## config.mk

```make
export PLATFORM = sky130hd
export DESIGN_NAME = multi_cycle_cu
export DESIGN_NICKNAME = d
export VERILOG_FILES = /design/src/rtl/multi_cycle_cu.sv
export SDC_FILE = /design/constraint.sdc
export NUM_CORES = 1
export LEC_CHECK = 0
export BUFFER_PORTS_ARGS = -buffer_cell sky130_fd_sc_hd__buf_2
export CAP_MARGIN = 20
export CORE_MARGIN = 1.5
export CORE_UTILIZATION = 44
export CTS_BUF_LIST = sky130_fd_sc_hd__clkbuf_4 sky130_fd_sc_hd__clkbuf_8
export DETAILED_ROUTE_END_ITERATION = 6
export GPL_TIMING_DRIVEN = 1
export PLACE_DENSITY = 0.87
export SETUP_SLACK_MARGIN = 0.3
export SKIP_LAST_GASP = 1
export SLEW_MARGIN = 20
export SYNTH_ARGS = -nofsm -noshare
export SYNTH_HDL_FRONTEND = slang
export SYNTH_SLANG_ARGS = --single-unit
```

## constraint.sdc

```tcl
create_clock -name CLK -period 4.2 [get_ports CLK]
set_clock_uncertainty 0.05 [all_clocks]
set_input_delay 0.21 -clock CLK [delete_from_list [all_inputs] [get_ports CLK]]
set_output_delay 0.21 -clock CLK [all_outputs]
set_load 0.1 [all_outputs]
```

## src/rtl/multi_cycle_cu.sv

```systemverilog
// Multi-cycle RISC-V control unit.
// Runs FETCH -> DECODE -> EXEC -> [MEM] -> [WB] for each instruction.
// All control outputs are decoded from the current state, the registered
// instruction class and the handshake inputs. Unsupported opcodes end in a
// TRAP state that only reset can leave.
module multi_cycle_cu (
  input  logic        CLK,
  input  logic        RSTN,
  input  logic [31:0] INST,
  input  logic        IMEM_RDY,
  input  logic        DMEM_RDY,
  input  logic        BR_TAKEN,
  output logic        IMEM_REQ,
  output logic        IR_WE,
  output logic        DMEM_REQ,
  output logic        DMEM_WE,
  output logic        REG_WE,
  output logic        PC_WE,
  output logic [1:0]  PC_SEL,
  output logic [1:0]  WB_SEL,
  output logic [2:0]  ALU_INST,
  output logic        ILLEGAL,
  output logic        INSTRET
);

  typedef enum logic [2:0] {
    S_IDLE, S_FETCH, S_DECODE, S_EXEC, S_MEM, S_WB, S_TRAP
  } state_t;

  // C_NONE doubles as the reset value and the "unsupported opcode" marker.
  typedef enum logic [3:0] {
    C_NONE, C_LUI, C_AUIPC, C_JAL, C_JALR, C_BRANCH,
    C_LOAD, C_STORE, C_OPIMM, C_OP
  } cls_t;

  state_t     r_state;
  state_t     w_next;
  cls_t       r_cls;
  cls_t       w_dec_cls;
  logic       r_started;
  logic [2:0] w_alu_code;

  // Only the opcode field steers the control unit.
  logic w_unused_inst;
  assign w_unused_inst = ^INST[31:7];

  // Classify the opcode field of the instruction register.
  always_comb begin
    // NOTE: every combinational output gets a default before the case so no
    // path leaves it unassigned, which would otherwise infer a latch.
    w_dec_cls = C_NONE;
    case (INST[6:0])
      7'b0110111: w_dec_cls = C_LUI;
      7'b0010111: w_dec_cls = C_AUIPC;
      7'b1101111: w_dec_cls = C_JAL;
      7'b1100111: w_dec_cls = C_JALR;
      7'b1100011: w_dec_cls = C_BRANCH;
      7'b0000011: w_dec_cls = C_LOAD;
      7'b0100011: w_dec_cls = C_STORE;
      7'b0010011: w_dec_cls = C_OPIMM;
      7'b0110011: w_dec_cls = C_OP;
      default:    w_dec_cls = C_NONE;
    endcase
  end

  // Map the registered class onto the ALU control decoder's class code.
  always_comb begin
    w_alu_code = 3'd0;
    case (r_cls)
      C_JALR, C_LOAD, C_STORE: w_alu_code = 3'd1;
      C_OPIMM:                 w_alu_code = 3'd2;
      C_BRANCH:                w_alu_code = 3'd3;
      C_OP:                    w_alu_code = 3'd4;
      default:                 w_alu_code = 3'd0;
    endcase
  end

  // State register; reset drops straight into IDLE, so every output falls
  // without waiting for a clock edge.
  always_ff @(posedge CLK or negedge RSTN) begin
    if (!RSTN) begin
      // NOTE: sequential state uses non-blocking assignments so every flop
      // samples the pre-edge values regardless of statement order.
      r_state <= S_IDLE;
    end else begin
      r_state <= w_next;
    end
  end

  // Class captured in DECODE and held until it is overwritten by the next
  // DECODE; r_started gives one full IDLE cycle after reset release.
  always_ff @(posedge CLK or negedge RSTN) begin
    if (!RSTN) begin
      r_cls     <= C_NONE;
      r_started <= 1'b0;
    end else begin
      r_started <= 1'b1;
      if (r_state == S_DECODE) begin
        r_cls <= w_dec_cls;
      end
    end
  end

  // Next-state and control-output decode.
  always_comb begin
    w_next   = r_state;
    IMEM_REQ = 1'b0;
    IR_WE    = 1'b0;
    DMEM_REQ = 1'b0;
    DMEM_WE  = 1'b0;
    REG_WE   = 1'b0;
    PC_WE    = 1'b0;
    PC_SEL   = 2'd0;
    WB_SEL   = 2'd0;
    ALU_INST = 3'd0;
    ILLEGAL  = 1'b0;
    INSTRET  = 1'b0;
    case (r_state)
      S_IDLE: begin
        if (r_started) begin
          w_next = S_FETCH;
        end
      end
      S_FETCH: begin
        IMEM_REQ = 1'b1;
        if (IMEM_RDY) begin
          IR_WE  = 1'b1;
          w_next = S_DECODE;
        end
      end
      S_DECODE: begin
        w_next = (w_dec_cls == C_NONE) ? S_TRAP : S_EXEC;
      end
      S_EXEC: begin
        ALU_INST = w_alu_code;
        case (r_cls)
          C_BRANCH: begin
            // Branches retire here; not-taken falls through to PC+4.
            PC_WE   = 1'b1;
            PC_SEL  = BR_TAKEN ? 2'd1 : 2'd0;
            INSTRET = 1'b1;
            w_next  = S_FETCH;
          end
          C_LOAD, C_STORE: w_next = S_MEM;
          default:         w_next = S_WB;
        endcase
      end
      S_MEM: begin
        ALU_INST = w_alu_code;
        DMEM_REQ = 1'b1;
        DMEM_WE  = (r_cls == C_STORE);
        if (DMEM_RDY) begin
          if (r_cls == C_STORE) begin
            PC_WE   = 1'b1;
            INSTRET = 1'b1;
            w_next  = S_FETCH;
          end else begin
            w_next = S_WB;
          end
        end
      end
      S_WB: begin
        // rd = x0 is still written; the register file discards it.
        REG_WE  = 1'b1;
        PC_WE   = 1'b1;
        INSTRET = 1'b1;
        w_next  = S_FETCH;
        case (r_cls)
          C_LOAD:        WB_SEL = 2'd1;
          C_JAL, C_JALR: WB_SEL = 2'd2;
          C_LUI:         WB_SEL = 2'd3;
          default:       WB_SEL = 2'd0;
        endcase
        case (r_cls)
          C_JAL:   PC_SEL = 2'd1;
          C_JALR:  PC_SEL = 2'd2;
          default: PC_SEL = 2'd0;
        endcase
      end
      S_TRAP: begin
        ILLEGAL = 1'b1;
      end
      default: begin
        w_next = S_IDLE;
      end
    endcase
  end

endmodule

```

==> metrics.md, run 1 <==
| Metric | Value |
|---|---|
| Status | `finished, final reports clean` |
| Synth Cell Area | `roughly 680 µm²` |
| Die extent in x | `42.44 µm` |
| Area of the multi-input gates | `between 400 and 500 µm²` |
| Largest net degree at the start of global routing | `16` |
| # Max-Cap Violations | `0` |
| Diodes inserted | `0` |
| Count of final max-slew check failures | `0` |
| VDD IR-drop max | `roughly 0.47 mV` |
| Initial core utilization | `0.4597` |
| Tmin final | `approximately 2.2 ns` |
| Gr usage total | `0.1860` |
| Delay-heaviest family, CP | `simple AND/OR/NAND/NOR gates` |
| Crit Path Class | `register to output port` |
| Setup_tns | `0 ns` |
| CP max stage cell | `buf_2` |
| Yosys warnings | `0` |
| Reg2reg setup slack | `2.38 ns` |
| R2R depth | `4` |
| RSZ-0062 raised after global routing | `no` |
| Max Fclk | `~460 MHz` |
| Via Count | `approximately 750` |
| Drt drc | `0` |
| Number of setup buffers added after CTS | `0` |
| Drt via density | `about 5.6` |
| Proportion of layout cells with a drive suffix above 1 | `0.2991` |
| CP Cell Sequence | `nand2b_1 -> nor2_1 -> nor2_1 -> nor3_1 -> buf_2` |
| Clk buf depth | `2` |
| WHS Path Cells | `2` |
| Fin. Hold Viols | `0` |
| Final Setup Violations | `0` |
| Simple-gate share of the synthesized area | `0.3821` |
| Ports | `52` |
| Area share of the largest cell type after synthesis | `0.2925` |
| CP max stage delay | `~0.46 ns` |
| Crit path top cell by count | `nor2_1` |
| Hold/Removal Path Class | `input pin to register` |
| XOR/XNOR Fraction of Synth Area | `0` |
| Pwr dens | `roughly 630 nW/µm²` |
| # fillers | `~140` |
| Worst r2r dst | `r_cls[2]` |
| First-pass GRT wire length | `roughly 2500 µm` |
| Antenna violations before repair | `0` |
| Synth area leaders | `dfrtp_1, nand2_1, nor2_1` |
| HPWL Detailed | `~1200 µm` |
| Worst reg2reg startpoint | `r_state[1]` |
| Pre-CTS setup slack | `2.306 ns` |
| TritonCTS clock tree | `built` |
| Clk_lat worst skew | `approximately 0.25 ns` |
| Post-Synth Adder-Cell Area | `0` |
| Largest family of logic cells by synthesized area | `simple AND/OR/NAND/NOR gates` |
| Final non-filler cell area | `approximately 840 µm²` |
| Most frequent cells in the layout | `buf_2, nor2_1, nand2_1` |
| Avg Cell Area, Syn | `roughly 7.4 µm²` |
| Library cells used by synthesis | `38` |
| Worst Path Max Fanout | `7` |
| Cells after synthesis | `~90` |
| Crit. End Element | `output port` |
| Clk sinks | `8` |
| Critical path required time | `just under 4 ns` |
| Routability cong. | `slightly below 0.8` |
| Port bufs | `26` |
| Area Overhead vs Synth | `23.40%` |
| CTS root buf | `clkbuf_4` |
| Drt first pass iters | `4` |
| NumNets Final | `156` |
| CP bufs+invs | `1` |
| GR Overflow Total | `0` |
| Final setup margin | `~2 ns` |
| Vias in the first global route | `600` |
| Hold wc startpoint | `INST[4]` |
| Hold slack final | `about 0.20 ns` |
| Compound-Gate Fraction of Synth Area | `0.2486` |
| Mux share of post-synthesis cell area | `0` |
| Initial drt markers | `19` |
| Placed cell area | `around 810 µm²` |
| Clock transition at path regs | `approximately 0.050 ns` |
| Register area | `200.2 µm²` |
| Wire per inst | `around 12 µm` |
| Die ar. | `roughly 1800 µm²` |
| Sequential-to-total area share from yosys stat | `0.2925` |
| Area leader, netlist | `dfrtp_1` |
| Crit path DAT | `around 1.9 ns` |
| CTS H-tree lvls | `1` |
| Final wirelength | `~1500 µm` |
| LEAKAGE | `approximately 0.4 nW` |
| Startpoint Class | `register` |
| Hold EP | `r_cls[2]` |
| DRT antenna net count | `0` |
| Commonest non-fill, non-tap cell in the layout | `buf_2` |
| Post-synthesis register bit count | `8` |
| TritonCTS Buffers | `3` |
| DIE HEIGHT | `42.44 µm` |
| Row count | `14` |
| Core area | `around 1500 µm²` |
| Final cycle utilization of the critical path | `0.5158` |
| Syn_nets | `between 100 and 150` |
-- cell usage after synthesis, drive strengths merged --
master and number:
o32ai 1, o221ai 1, o31ai 3, o21ai 4, nand3 2, o21bai 2, o2111ai 1, a22o 1
nor3 4, and4b 1, nand2 10, a211oi 1, or2 2, nor2b 3, nor4 2, a21oi 6
nand3b 2, and3b 1, dfrtp 8, nor2 10, or3 2, clkbuf 3, a41oi 1, and3 1
conb 1, inv 5, a22oi 1, buf 2, a31oi 1, and2 1, nand4b 2, nand2b 5
o22ai 2
-- layout make-up --
| type | count | area share |
|---|---|---|
| multi-input combinational | 74 | 0.5244 |
| sequential | 8 | 0.2370 |
| timing repair buffer | 27 | 0.1659 |
| clock buffer | 3 | 0.02667 |
| tap | 16 | 0.02370 |
| inverter | 5 | 0.02222 |
-- through the flow --
stage	std cells	utilization	power, mW
after floorplan	92	-	0.4250
after global placement	129	0.5454	0.4665
after detailed placement	129	0.5454	0.4744
after CTS	133	0.5672	0.5319
after global routing	133	0.5672	0.5611
final	133	0.5672	0.5301
-- worst max-delay path by stage --
stage	slack, ns	depth (start not counted)	startpoint	end
6_report	2.03	5	r_state[2]	ALU_INST[1]
3_3_place_gp	2.34	5	r_state[1]	PC_SEL[0]
4_1_cts	2.03	5	r_state[1]	PC_SEL[0]
5_1_grt	1.87	5	r_state[2]	ALU_INST[2]
2_1_floorplan	-0.32	4	r_state[0]	ALU_INST[1]
3_5_place_dp	2.31	5	r_state[1]	PC_SEL[0]
-- registers in the layout, indices dropped and copies added, names as in the netlist --
| signal | flops |
|---|---|
| r_cls | 4 |
| r_started | 1 |
| r_state | 3 |
-- cells by family after synthesis --
logic type / count (synthesis)
DFF: 8
buffers and inverters: 10
and+or+nand+nor: 48
other: 1
AOI/OAI and AO/OA: 25
-- timing repair --
item | CTS | global route
hold endpoints to repair | 8 | 0
hold buffers | 1 | 0
gates resized for setup | 0 | 0
-- metal layers --
layer  wire length, µm  track usage  vias up  share of wire
li1                  -            -      386              -
met1               710       0.2480      326           0.46
met2               723       0.2800       31           0.47
met3                87      0.03017        2          0.056
met4                20       0.1125        0          0.013
met5                 0            0        -              0
-- report_power, final --
group          switching, mW  total, mW  internal, mW
Sequential            0.0412      0.139        0.0978
Combinational          0.258      0.336        0.0771
Clock                 0.0230     0.0555        0.0325
No activity file was read; power rests on OpenSTA's default activity.
==> run 2, diff against run 1 <==
- CORE_UTILIZATION: 44 -> 41
- PLACE_DENSITY: 0.87 -> 0.82
- clock period: 4.2 -> 2.19 ns (I/O delays scaled with it)
==> run 2 against run 1 <==
Against the previous run:
- register-to-register slack got worse by 1.8 ns
- first-iteration DRC count increased by 21%
- global-route usage increased by 2.2 points
- combinational power increased to 2.6 times the previous value
- core utilization increased by 17 points
- via count increased by 8.3%
- largest cell class unchanged
- largest power group unchanged
==> metrics.md, run 2 (same netlist as run 1, synthesis figures left out) <==
| Metric | Value |
|---|---|
| Core area | `~1500 µm²` |
| CP max stage delay | `0.42 ns` |
| VDD IR-drop max | `roughly 0.67 mV` |
| Gr usage total | `0.2079` |
| Drt first pass iters | `4` |
| Ports | `52` |
| # fillers | `121` |
| CP max stage cell | `dfrtp_2` |
| Proportion of layout cells with a drive suffix above 1 | `0.5403` |
| Drt drc | `0` |
| GR Overflow Total | `0` |
| Placed Instances | `131` |
| Clk_lat worst skew | `~0.25 ns` |
| RSZ-0062 raised after global routing | `yes` |
| Hold slack final | `just over 0.1 ns` |
| Wire per inst | `about 13 µm` |
| Tmin final | `between 1.5 and 2 ns` |
| CP Cell Sequence | `and3b_2 -> a31oi_4 -> o32ai_4 -> buf_12` |
| Diodes inserted | `0` |
| Setup_tns | `0 ns` |
| Register area | `209.0 µm²` |
| DIE HEIGHT | `between 40 and 50 µm` |
| Fin. Hold Viols | `0` |
| Status | `finished, final reports clean` |
| Vias in the first global route | `712` |
| GR Util met1 | `0.2552` |
| Biggest regs | `r_cls: 4 flops, r_state: 3 flops, r_started: 1 flops` |
| Area of the multi-input gates | `approximately 600 µm²` |
| Via Count | `just over 800` |
| Drt via density | `about 5.8` |
| Worst Path Max Fanout | `5` |
| Initial core utilization | `0.4440` |
| NumNets Final | `between 150 and 200` |
| Final cell count without fillers | `140` |
| Final Setup Violations | `0` |
| Routability cong. | `between 0.7 and 0.8` |
| First-pass GRT wire length | `just over 3000 µm` |
| Final design utilization | `0.7338` |
| M3 GR Usage | `0.02500` |
| Count of final max-slew check failures | `0` |
| Commonest non-fill, non-tap cell in the layout | `buf_2` |
| Hold/Removal Path Class | `input pin to register` |
| Row count | `14` |
| Met2 Track Usage GR | `0.3794` |
| Die ar. | `approximately 1900 µm²` |
| Final wirelength | `1781 µm` |
| Die extent in x | `between 40 and 50 µm` |
| Antenna violations before repair | `0` |
| Crit path DAT | `about 1.7 ns` |
| Clock transition at path regs | `roughly 0.050 ns` |
| GR peak layer | `met2` |
| Max reg flops | `4` |
| Most frequent cells in the layout | `buf_2, nand2_1, buf_4` |
| TritonCTS clock tree | `built` |
| Port bufs | `26` |
| Final cycle utilization of the critical path | `0.8500` |
| TritonCTS Buffers | `3` |
| Startpoint Class | `register` |
| LEAKAGE | `about 0.45 nW` |
| Initial drt markers | `23` |
| DRT antenna net count | `0` |
| Pwr dens | `roughly 1100 nW/µm²` |
| CTS H-tree lvls | `1` |
| Crit. End Element | `output port` |
| Max Fclk | `around 540 MHz` |
| Critical path required time | `a little over 2 ns` |
| # Max-Cap Violations | `0` |
| Clk sinks | `8` |
| Crit Path Class | `register to output port` |
| Largest net degree at the start of global routing | `13` |
| Reg with most FFs | `r_cls` |
| Clk buf depth | `2` |
| HPWL Detailed | `1368 µm` |
| CTS root buf | `clkbuf_4` |
| Area Overhead vs Synth | `65.26%` |
run 2: power by group:
part / internal [mW] / switching [mW] / total (mW)
registers: 0.195 / 0.102 / 0.297
clock network: 0.0820 / 0.0485 / 0.130
logic: 0.261 / 0.599 / 0.860
total: 0.538 / 0.749 / 1.29
run 2: area by class of cell:
type / count / area share
clock buffer: 4 / 0.02655
inverter: 5 / 0.01881
multi-input combinational: 74 / 0.5299
sequential: 8 / 0.1847
tap: 16 / 0.01770
timing repair buffer: 33 / 0.2223
run 2: path summary, 6_finish.rpt:
| path | start | endpoint | slack, ns | cells after the start |
|---|---|---|---|---|
| min | INST[4] | r_cls[2] | 0.10 | 2 |
| max in group asynchronous | RSTN | r_cls[0] | 1.74 | 2 |
| min reg2reg | r_cls[0] | r_cls[0] | 0.55 | 2 |
| max | r_cls[3] | INSTRET | 0.33 | 4 |
| min in group asynchronous | RSTN | r_started | 0.17 | 2 |
| max reg2reg | r_state[2] | r_cls[2] | 0.57 | 3 |
run 2: metal layers:
layer | up-vias | routed length, µm
met2 | 29 | 938
met1 | 376 | 759
met3 | 2 | 69
met5 | - | 0
li1 | 400 | -
met4 | 0 | 12
run 2: worst max-delay path, delay by kind of cell, from the launching register on:
family	cells	cell delay, ns
compound gates	2	0.50
flops	1	0.42
simple gates	1	0.32
buf+inv	1	0.22
run 2: timing repair:
item / CTS / global route
hold buffers: 1 / 0
endpoints found under the hold margin: 8 / 0
resized for setup: 13 / 5
pin swaps: 1 / 1
endpoints found under the setup margin: 9 / 8
setup buffers: 0 / 4
run 2: metrics by stage:
stage	power, mW	area [µm²]	setup WS [ns]
after floorplan	0.9754	870.8	-0.02011
after global placement	1.088	1018	0.3734
after detailed placement	1.108	1018	0.3297
after CTS	1.266	1091	0.3101
after global routing	1.361	1131	0.2595
final	1.287	1131	0.3285
==> run 3, diff against run 2 <==
- ABC_AREA: default -> 1
- CORE_UTILIZATION: 41 -> 42
==> run 3 against run 2 <==
Against the previous run:
- cell area down 6.6%
- clock-buffer cell count fell by 1
- largest power group unchanged
- fmax increased by 1.7%
- cell count rose by 22%
- hold slack got worse by 0.013 ns
- total power shrank 7.3%
==> metrics.md, run 3 <==
| Metric | Value |
|---|---|
| Diodes inserted | `0` |
| Hold wc startpoint | `IMEM_RDY` |
| Port bufs | `26` |
| Hold EP | `r_state[0]` |
| CP Cell Sequence | `inv_2 -> buf_4 -> nor3_4 -> inv_2 -> o31ai_4 -> buf_6` |
| Crit. End Element | `output port` |
| Synth Cell Area | `between 700 and 800 µm²` |
| Commonest non-fill, non-tap cell in the layout | `nand2_1` |
| DIE HEIGHT | `between 40 and 50 µm` |
| Drt via density | `5.035` |
| Worst Path Max Fanout | `4` |
| Die extent in x | `45.07 µm` |
| CTS root buf | `clkbuf_4` |
| Simple-gate share of the synthesized area | `0.4512` |
| LEAKAGE | `0.5724 nW` |
| Hold slack final | `0.08987 ns` |
| CP max stage cell | `dfrtp_1` |
| Crit Path Class | `register to output port` |
| Die ar. | `2031 µm²` |
| Final setup margin | `about 0.36 ns` |
| Critical path required time | `between 2 and 2.5 ns` |
| Final non-filler cell area | `about 1100 µm²` |
| GR Overflow Total | `0` |
| Area leader, netlist | `dfrtp_1` |
| First-pass GRT wire length | `roughly 2700 µm` |
| Final cycle utilization of the critical path | `0.8356` |
| Clk buf depth | `2` |
| Area Overhead vs Synth | `42.09%` |
| DRT antenna net count | `0` |
| Reg with most FFs | `r_cls` |
| NumNets Final | `193` |
| Hold/Removal Path Class | `input pin to register` |
| Via Count | `861` |
| Sequential-to-total area share from yosys stat | `0.2694` |
| Placed Instances | `approximately 170` |
| TritonCTS clock tree | `built` |
| Crit path DAT | `around 1.7 ns` |
| Power Total | `between 1 and 1.5 mW` |
| Largest net degree at the start of global routing | `12` |
| Wire per inst | `slightly below 10 µm` |
| Final design utilization | `0.6252` |
| R2R depth | `6` |
| Largest family of logic cells by synthesized area | `simple AND/OR/NAND/NOR gates` |
| Asr flop ratio synth | `1.000` |
| Startpoint Class | `register` |
| XOR/XNOR Fraction of Synth Area | `0` |
| RSZ-0062 raised after global routing | `yes` |
| Clk_lat worst skew | `0.25 ns` |
| Syn_nets | `roughly 160` |
| WHS Path Cells | `4` |
| Row count | `15` |
| Most frequent cells in the layout | `nand2_1, inv_1, buf_2` |
| Crit path from | `r_state[2]` |
| Setup_tns | `0 ns` |
| Rel. slew slack | `0.5880` |
| Crit path top cell by count | `inv_2` |
| Area share of the largest cell type after synthesis | `0.2694` |
| Final wirelength | `around 1700 µm` |
| Post-synth EDFFs | `0` |
| Post-synthesis register bit count | `8` |
| Yosys warnings | `0` |
| Drt first pass iters | `4` |
| Post-synth top cells | `nand2_1, inv_1, nor2_1` |
| Clock transition at path regs | `~0.050 ns` |
| Routability cong. | `between 0.8 and 0.9` |
| Ports | `52` |
| Antenna violations before repair | `0` |
| Proportion of layout cells with a drive suffix above 1 | `0.3571` |
| Reg2reg setup slack | `roughly 0.70 ns` |
| Core area | `about 1700 µm²` |
| TritonCTS Buffers | `3` |
| Cells after synthesis | `125` |
| Worst reg2reg startpoint | `r_state[1]` |
| Max Fclk | `roughly 550 MHz` |
| Final Setup Violations | `0` |
| VDD IR-drop max | `around 0.53 mV` |
| Tmin final | `1.830 ns` |
| # fillers | `158` |
| Initial drt markers | `27` |
| Vias in the first global route | `slightly above 700` |
| Clk sinks | `8` |
| CTS H-tree lvls | `1` |
| Fin. Hold Viols | `0` |
| Worst-margin pin slew | `between 0.6 and 0.7 ns` |
| Gr usage total | `0.1820` |
| # Max-Cap Violations | `0` |
| Placed cell area | `around 960 µm²` |
| Library cells used by synthesis | `23` |
| Count of final max-slew check failures | `0` |
| Compound-Gate Fraction of Synth Area | `0.1162` |
| Initial core utilization | `0.4400` |
| Top-count cell post-synth | `nand2_1` |
| Status | `finished, final reports clean` |
| Pre-CTS setup slack | `~0.41 ns` |
| Final cell count without fillers | `about 170` |
| Mux share of post-synthesis cell area | `0` |
| Worst r2r dst | `r_state[2]` |
| Post-Synth Adder-Cell Area | `0` |
| HPWL Detailed | `between 1000 and 1500 µm` |
| Ys flop type | `dfrtp_1` |
| Max reg flops | `4` |
| Pwr dens | `1130 nW/µm²` |
| Avg Cell Area, Syn | `around 5.9 µm²` |
| Synth area leaders | `dfrtp_1, nand2_1, inv_1` |
| Biggest regs | `r_cls: 4 flops, r_state: 3 flops, r_started: 1 flops` |
| CP max stage delay | `0.41 ns` |
| Drt drc | `0` |
## run 3: changes by cell type after synthesis, sizes merged, moves of 4 or more
| cell | delta |
|---|---|
| inv | +23 |
| nand2 | +19 |
| nand2b | -5 |
| nand3 | +9 |
| nor2 | +9 |
| nor3 | +4 |
| o21ai | +4 |
## run 3: cell type report
cell class / count / area (µm²) / share of cell area
clock buffer: 3 / 22.52 / 0.02133
inverter: 28 / 108.9 / 0.1031
multi-input combinational: 87 / 513.0 / 0.4858
sequential: 8 / 201.4 / 0.1908
tap: 17 / 21.27 / 0.02014
timing repair buffer: 28 / 188.9 / 0.1789
## run 3: worst max-delay path by stage
stage,endpoint,cells past startpoint
2_1_floorplan,PC_SEL[0],4
3_3_place_gp,PC_SEL[0],6
3_5_place_dp,PC_SEL[0],6
4_1_cts,PC_SEL[0],6
5_1_grt,PC_SEL[0],6
6_report,PC_SEL[0],6
## run 3: worst max-delay path: cells and delay by family, from the launching register on
| family | cells | cell delay (ns) |
|---|---|---|
| AO/OA/AOI/OAI | 1 | 0.23 |
| buffers and inverters | 4 | 0.57 |
| flip-flops | 1 | 0.41 |
| AND/OR/NAND/NOR | 1 | 0.20 |
## run 3: metal layers
| metal | global-route usage | wire (µm) | share of wire | vias up |
|---|---|---|---|---|
| li1 | - | - | - | 452 |
| met2 | 0.3200 | 837 | 0.50 | 36 |
| met5 | 0 | 0 | 0 | - |
| met4 | 0.1059 | 23 | 0.014 | 0 |
| met1 | 0.2085 | 723 | 0.43 | 367 |
| met3 | 0.02400 | 95 | 0.057 | 6 |
## run 3: repair_timing
action,4_1_cts,5_1_grt
setup endpoints to repair,7,10
setup buffers,0,1
resized for setup,9,9
hold endpoints to repair,8,0
hold buffers,1,0
## run 3: cells by family (layout without fill, tap and decap cells)
| family | count (synthesis) | after routing |
|---|---|---|
| and+or+nand+nor | 71 | 71 |
| DFF | 8 | 8 |
| AOI/OAI and AO/OA | 15 | 15 |
| other | 1 | 1 |
| buffers and inverters | 30 | 59 |
## run 3: power by group
part	switching (mW)	internal (mW)	leakage, nW
clock network	0.0464	0.0624	0.0138
registers	0.0576	0.194	0.103
logic	0.648	0.185	0.456
